File: src/rtl/usp_reg_pkg.sv
// Shared definitions for the USP registration responder.
//   state_e          : responder FSM states
//   status_e         : m2_status response codes
//   HASH_IV/HASH_RC  : Aj hash initial value and round constant
//   hash_round()     : one round of the Aj hash
//   DEFAULT_ACCEPTABLE_DELAY : default freshness window for M1
package usp_reg_pkg;

  typedef enum logic [2:0] {
    ST_IDLE,
    ST_CHECK,
    ST_HASH,
    ST_BUILD,
    ST_RESP
  } state_e;

  typedef enum logic [1:0] {
    STAT_OK    = 2'b00,
    STAT_STALE = 2'b01,
    STAT_DUP   = 2'b10,
    STAT_FULL  = 2'b11
  } status_e;

  localparam logic [63:0] HASH_IV = 64'hA5A5_A5A5_A5A5_A5A5;
  localparam logic [63:0] HASH_RC = 64'hC3C3_C3C3_C3C3_C3C3;
  localparam int unsigned DEFAULT_ACCEPTABLE_DELAY = 10;

  // Every term uses the pre-round state s; the round constant is shifted
  // right by 9 bits per round index.
  function automatic logic [63:0] hash_round(input logic [63:0] s,
                                             input logic [63:0] d,
                                             input logic [1:0]  idx);
    logic [63:0] rc;
    rc = HASH_RC >> (9 * idx);
    return (s ^ d) ^ ((s << 3) ^ (s >> 5)) ^ rc;
  endfunction

endpackage

File: src/rtl/usp_hash192_iter.sv
// Iterative Aj hash: one 64-bit round per cycle over a 256-bit message,
// consuming word 0 (bits 63:0) first.
//   clk     : clock
//   rst     : synchronous active-low reset (clears hash state)
//   start_i : load the IV; rounds run on the following four cycles
//   data_i  : message, held stable by the caller while busy
//   done_o  : high in the cycle whose closing edge applies the last round
//   hash_o  : current hash state (final Aj once done_o has been seen)
module usp_hash192_iter
  import usp_reg_pkg::*;
(
  input  logic         clk,
  input  logic         rst,
  input  logic         start_i,
  input  logic [255:0] data_i,
  output logic         done_o,
  output logic [63:0]  hash_o
);

  logic [63:0] s_q, s_d;
  logic [1:0]  rnd_q, rnd_d;
  logic        busy_q, busy_d;

  always_comb begin
    s_d    = s_q;
    rnd_d  = rnd_q;
    busy_d = busy_q;
    if (start_i) begin
      s_d    = HASH_IV;
      rnd_d  = 2'd0;
      busy_d = 1'b1;
    end else if (busy_q) begin
      s_d   = hash_round(s_q, data_i[{rnd_q, 6'd0} +: 64], rnd_q);
      rnd_d = rnd_q + 2'd1;
      if (rnd_q == 2'd3) busy_d = 1'b0;
    end
  end

  always_ff @(posedge clk) begin
    if (!rst) begin
      s_q    <= '0;
      rnd_q  <= 2'd0;
      busy_q <= 1'b0;
    end else begin
      s_q    <= s_d;
      rnd_q  <= rnd_d;
      busy_q <= busy_d;
    end
  end

  assign done_o = busy_q && (rnd_q == 2'd3);
  assign hash_o = s_q;

endmodule

File: src/rtl/usp_registration_responder.sv
// USP registration responder: decrypts an EV's M1, checks freshness and the
// pseudonym table, computes Aj and returns an encrypted M2 (or a zeroed
// reject with a status code).
//   clk, rst                   : clock, synchronous active-low reset
//   m1_valid/m1_ready/m1_data  : M1 handshake and encrypted payload
//   t1_in, now_ts              : EV send time, responder time
//   common_key, usp_id_j, usp_pub_key_j : static key and USP identity
//   tbl_clr                    : clear all registered pseudonyms
//   m2_valid/m2_ready/m2_data/m2_status : response handshake and payload
//   reg_count                  : number of valid table entries
module usp_registration_responder
  import usp_reg_pkg::*;
#(
  parameter int unsigned ACCEPTABLE_DELAY = DEFAULT_ACCEPTABLE_DELAY,
  parameter int unsigned TABLE_DEPTH      = 4
) (
  input  logic                         clk,
  input  logic                         rst,
  input  logic                         m1_valid,
  output logic                         m1_ready,
  input  logic [255:0]                 m1_data,
  input  logic [63:0]                  t1_in,
  input  logic [63:0]                  now_ts,
  input  logic [63:0]                  common_key,
  input  logic [63:0]                  usp_id_j,
  input  logic [63:0]                  usp_pub_key_j,
  input  logic                         tbl_clr,
  output logic                         m2_valid,
  input  logic                         m2_ready,
  output logic [191:0]                 m2_data,
  output logic [1:0]                   m2_status,
  output logic [$clog2(TABLE_DEPTH):0] reg_count
);

  localparam int CNT_W = $clog2(TABLE_DEPTH) + 1;

  state_e                 state_q, state_d;
  logic [191:0]           m1_q;          // decrypted {psidev, ev_ch, rs}
  logic [63:0]            t1_q, now_q;
  logic [191:0]           m2_data_q, m2_data_d;
  status_e                m2_status_q, m2_status_d;
  logic [TABLE_DEPTH-1:0] valid_q, valid_d, ins_oh;
  logic [63:0]            psid_q [TABLE_DEPTH];
  logic                   hash_start, hash_done, ins_en;
  logic                   stale, dup, full, found;
  logic [63:0]            hash_val, psidev;
  logic [CNT_W-1:0]       cnt;
  logic                   unused_evpk;

  // The EV public key rides along in M1 but plays no part in the response.
  assign unused_evpk = ^m1_data[63:0];

  assign psidev   = m1_q[191:128];
  assign m1_ready = (state_q == ST_IDLE);
  assign m2_valid = (state_q == ST_RESP);

  usp_hash192_iter u_hash (
    .clk     (clk),
    .rst     (rst),
    .start_i (hash_start),
    .data_i  ({m1_q, usp_id_j}),
    .done_o  (hash_done),
    .hash_o  (hash_val)
  );

  // A timestamp from the future is stale; the subtraction cannot wrap once
  // t1 <= now has been established.
  always_comb begin
    stale = (t1_q > now_q) || ((now_q - t1_q) > 64'(ACCEPTABLE_DELAY));
    dup   = 1'b0;
    for (int i = 0; i < int'(TABLE_DEPTH); i++)
      if (valid_q[i] && (psid_q[i] == psidev)) dup = 1'b1;
    full = &valid_q;
  end

  always_comb begin
    state_d     = state_q;
    m2_data_d   = m2_data_q;
    m2_status_d = m2_status_q;
    hash_start  = 1'b0;
    ins_en      = 1'b0;
    case (state_q)
      ST_IDLE:  if (m1_valid) state_d = ST_CHECK;
      ST_CHECK: begin
        if (stale || dup || full) begin
          state_d     = ST_RESP;
          m2_data_d   = '0;
          m2_status_d = stale ? STAT_STALE : (dup ? STAT_DUP : STAT_FULL);
        end else begin
          state_d    = ST_HASH;
          hash_start = 1'b1;
        end
      end
      ST_HASH:  if (hash_done) state_d = ST_BUILD;
      ST_BUILD: begin
        m2_data_d   = {hash_val, usp_id_j, usp_pub_key_j} ^ {3{common_key}};
        m2_status_d = STAT_OK;
        ins_en      = 1'b1;
        state_d     = ST_RESP;
      end
      ST_RESP:  if (m2_ready) state_d = ST_IDLE;
      default:  state_d = ST_IDLE;
    endcase
  end

  // Insert into the lowest-index free slot; a same-cycle clear wins.
  always_comb begin
    valid_d = valid_q;
    ins_oh  = '0;
    found   = 1'b0;
    for (int i = 0; i < int'(TABLE_DEPTH); i++) begin
      if (ins_en && !found && !valid_q[i]) begin
        ins_oh[i]  = 1'b1;
        valid_d[i] = 1'b1;
        found      = 1'b1;
      end
    end
    if (tbl_clr) valid_d = '0;
  end

  always_comb begin
    cnt = '0;
    for (int i = 0; i < int'(TABLE_DEPTH); i++)
      cnt = cnt + CNT_W'(valid_q[i]);
  end
  assign reg_count = cnt;

  always_ff @(posedge clk) begin
    if (!rst) begin
      state_q     <= ST_IDLE;
      m2_data_q   <= '0;
      m2_status_q <= STAT_OK;
      valid_q     <= '0;
    end else begin
      state_q     <= state_d;
      m2_data_q   <= m2_data_d;
      m2_status_q <= m2_status_d;
      valid_q     <= valid_d;
    end
  end

  always_ff @(posedge clk) begin
    if (m1_valid && m1_ready) begin
      m1_q  <= m1_data[255:64] ^ {3{common_key}};
      t1_q  <= t1_in;
      now_q <= now_ts;
    end
    for (int i = 0; i < int'(TABLE_DEPTH); i++)
      if (ins_oh[i]) psid_q[i] <= psidev;
  end

  assign m2_data   = m2_data_q;
  assign m2_status = m2_status_q;

endmodule

File: config.mk
export PLATFORM = sky130hd
export DESIGN_NAME = usp_registration_responder
export DESIGN_NICKNAME = d
export VERILOG_FILES = /design/src/rtl/usp_reg_pkg.sv /design/src/rtl/usp_hash192_iter.sv /design/src/rtl/usp_registration_responder.sv
export SDC_FILE = /design/constraint.sdc
export NUM_CORES = 2
export LEC_CHECK = 0
export CAP_MARGIN = 15
export CORE_AREA = 2 2 304 306
export DETAILED_ROUTE_END_ITERATION = 8
export DIE_AREA = 0 0 306 308
export GPL_ROUTABILITY_DRIVEN = 0
export PLACE_DENSITY = 0.75
export REMOVE_ABC_BUFFERS = 1
export SLEW_MARGIN = 10
export SYNTH_ARGS = -nofsm -noshare
export SYNTH_HDL_FRONTEND = slang
export SYNTH_SLANG_ARGS = --single-unit
File: constraint.sdc
create_clock -name clk -period 15.55 [get_ports clk]
set_clock_uncertainty 0.15 [all_clocks]
set_input_delay 2.3325 -clock clk [delete_from_list [all_inputs] [get_ports clk]]
set_output_delay 2.3325 -clock clk [all_outputs]
set_load 0.1 [all_outputs]
==> results.json <==
{
  "syn_to_final_growth_pct": 24.9,
  "critPathKind": "reg -> reg",
  "grt_antenna_before_repair": 12,
  "maxSlewViolCount": 0,
  "hpwl_um": 97000,
  "synth_top_area_share_pct": 39.5,
  "die-height_um": 308,
  "fill_cells": 7168,
  "path_delay_family": "simple AND/OR/NAND/NOR gates",
  "power.internal_mw": 4.13,
  "crit_fanout": 52,
  "slowest_delay_ns": 0.95,
  "core-area_um2": 91000,
  "root_buffer": "clkbuf_16",
  "clkSlewWorstSetupHoldPaths_ns": 0.06,
  "finalNonFillerCells": 5617,
  "overflow": 0,
  "place_inst": 5438,
  "synth_edf_count": 576,
  "setup_viol": 0,
  "layout-drive-gt1-share_pct": 10.0,
  "setup_tns_ns": 0,
  "yosysSeqAreaShare_pct": 51.8,
  "rsz0062_at_grt": "no",
  "ys_seq_elements": 844,
  "hold_viol_final": 0,
  "hp-class": "reg -> reg",
  "power_frac_comb_pct": 13.5,
  "drtIter0Drc": 3191,
  "ys_top_cells_by_area": "edfxtp_1 (40%), dfxtp_1 (12%), xor2_1 (12%)",
  "dr.pass1.iters": 9,
  "holdWs_ns": 0.380,
  "cts-buffers-inserted": 91,
  "setup_ws_ns": 8.72,
  "clock_latency_ns": 0.68,
  "max_slew.worst_pin.slew_ns": 1.17,
  "fin_util_pct": 60.1,
  "synth_cells": 3779,
  "antenna_left": 0,
  "arrival_ns": 7.27,
  "pre_cts_ws_ns": 8.88,
  "fp-row-count": 111,
  "power.density_nw_per_um2": 102,
  "htreeDepth": 3,
  "cts_tree": "done",
  "clock-sinks": 844,
  "placement.io_buffers": 715,
  "swShare_pct": 25.9,
  "p_switching_mw": 1.45,
  "finalWirelength_um": 137000,
  "place_area_um2": 51500,
  "clock.fmax_mhz": 146,
  "clk_path_buf_depth": 3,
  "yosysMostFrequentCell": "xor2_1",
  "drc": 0,
  "grt.total_usage_pct": 28.0,
  "post-route-period-util_pct": 43.9,
  "p_clk_share_pct": 40.7,
  "synth_top_area_cell": "edfxtp_1",
  "grt_pass1_vias": 32100,
  "synthDistinctLibCells": 83,
  "ios": 780,
  "viasPerCell": 5.82,
  "die_area_um2": 94200,
  "syn-cell-area_um2": 43800,
  "cpMostUsedCell": "or3_1",
  "cts.repair.resized": 0,
  "ys_top_cells_by_count": "xor2_1 (590), edfxtp_1 (576), a21oi_1 (535), dfxtp_1 (268), xnor2_1 (247)",
  "crit_required_ns": 15.99,
  "status": "completed",
  "routedWlPerCell_um": 24.4,
  "syn_avg_cell_area_um2": 11.6,
  "total_power_mw": 5.58,
  "slew_headroom_pct": 22.1,
  "p_leak_nw": 19.2,
  "initial_core_util_pct": 48.1,
  "ir_worst_vdd_mv": 0.0817,
  "path_cells": "ha_1 -> a21oi_1 -> o21ai_0 -> a221oi_2 -> a211oi_1 -> or3_1 -> or3_1 -> a2111oi_0 -> nand4_1 -> or3_1 -> or3_4 -> or4_4 -> buf_4 -> buf_4 -> a211oi_2",
  "design_area_um2": 54700,
  "drv_cap": 0,
  "yosys_warnings": 0,
  "cts_hold_buffers": 0,
  "ys_async_sr_fraction_pct": 0,
  "grt_max_degree": 110,
  "postCtsSetupBuffers": 0,
  "period_needed_ns": 6.83,
  "synth_flop_cell": "edfxtp_1",
  "nets": 5003,
  "end_kind": "flip-flop",
  "chipWidth_um": 306,
  "path_buf_inv": 2,
  "critPathSlowestCell": "or4_4",
  "cp-start-kind": "flip-flop",
  "grt_pass1_wl_um": 200000,
  "p_seq_share_pct": 45.9,
  "vias": 32700
}
-- kinds of logic after synthesis --
group,synth area share (%)
mux,3.51
flops,51.8
simple gates,6.16
compound gates,15.4
buf+inv,4.14
xor+xnor,16.7
fa+ha+maj,2.24
-- layout by cell type, fill, tap and decap left out, types with 53 or more instances in the layout --
| cell | instances |
|---|---|
| o21ai_0 | 71 |
| xnor2_1 | 247 |
| ha_1 | 75 |
| nand2_1 | 170 |
| nor2_1 | 81 |
| nor4_1 | 53 |
| dfxtp_1 | 264 |
| nand4_1 | 75 |
| xor2_1 | 590 |
| mux4_2 | 64 |
| inv_1 | 136 |
| a21oi_1 | 535 |
| clkbuf_16 | 94 |
| edfxtp_1 | 576 |
| a211oi_2 | 160 |
| clkdlybuf4s50_1 | 714 |
-- sequential cells by signal (all words and copies together), names as in the netlist --
signal,count
u_hash.busy_q,1
m2_data,192
m1_q,192
psid_q,256
u_hash.rnd_q,2
now_q,64
m2_status,2
u_hash.hash_o,64
state_q,3
valid_q,4
t1_q,64
-- cell type report --
cell class / count / area [um2] / share of cell area, %
inverter: 138 / 526 / 0.961
tap: 1186 / 1480 / 2.71
clock buffer: 119 / 2490 / 4.55
multi-input combinational: 2508 / 19400 / 35.4
sequential: 844 / 22700 / 41.5
antenna: 10 / 25.0 / 0.0458
timing repair buffer: 762 / 7500 / 13.7
clock inverter: 50 / 619 / 1.13
-- metal layers --
metal	GRT usage, %	wire length [um]
met1	34.4	53000
met3	5.63	10500
met5	0	33
met2	48.2	67200
met4	11.7	6140
-- power by group through the flow --
stage / Sequential [mW] / Clock, mW / Combinational [mW]
floorplan: 2.61 / 0 / 0.406
global placement: 2.60 / 0 / 0.726
detailed placement: 2.61 / 0 / 0.735
CTS: 2.56 / 2.30 / 0.741
global route: 2.57 / 2.38 / 0.804
finish: 2.56 / 2.27 / 0.752
-- worst paths after layout --
check / startpoint / slack (ns) / cells past startpoint / end
setup reg to reg: now_q[30] / 8.72 / 15 / m2_data[168]
hold reg to reg: m2_data[13] / 0.38 / 2 / m2_data[13]
setup / recovery: now_q[30] / 8.72 / 15 / m2_data[168]
hold / removal: m2_data[13] / 0.38 / 2 / m2_data[13]
-- worst reg2reg max path, delay by kind of cell (launching register included) --
kind,cells,cell delay [ns]
and+or+nand+nor,6,2.65
AOI/OAI and AO/OA,6,2.10
buffers and inverters,2,1.01
adders and majority gates,1,0.48
DFF,1,0.39
Note: power is estimated with default switching activity, not from simulation.
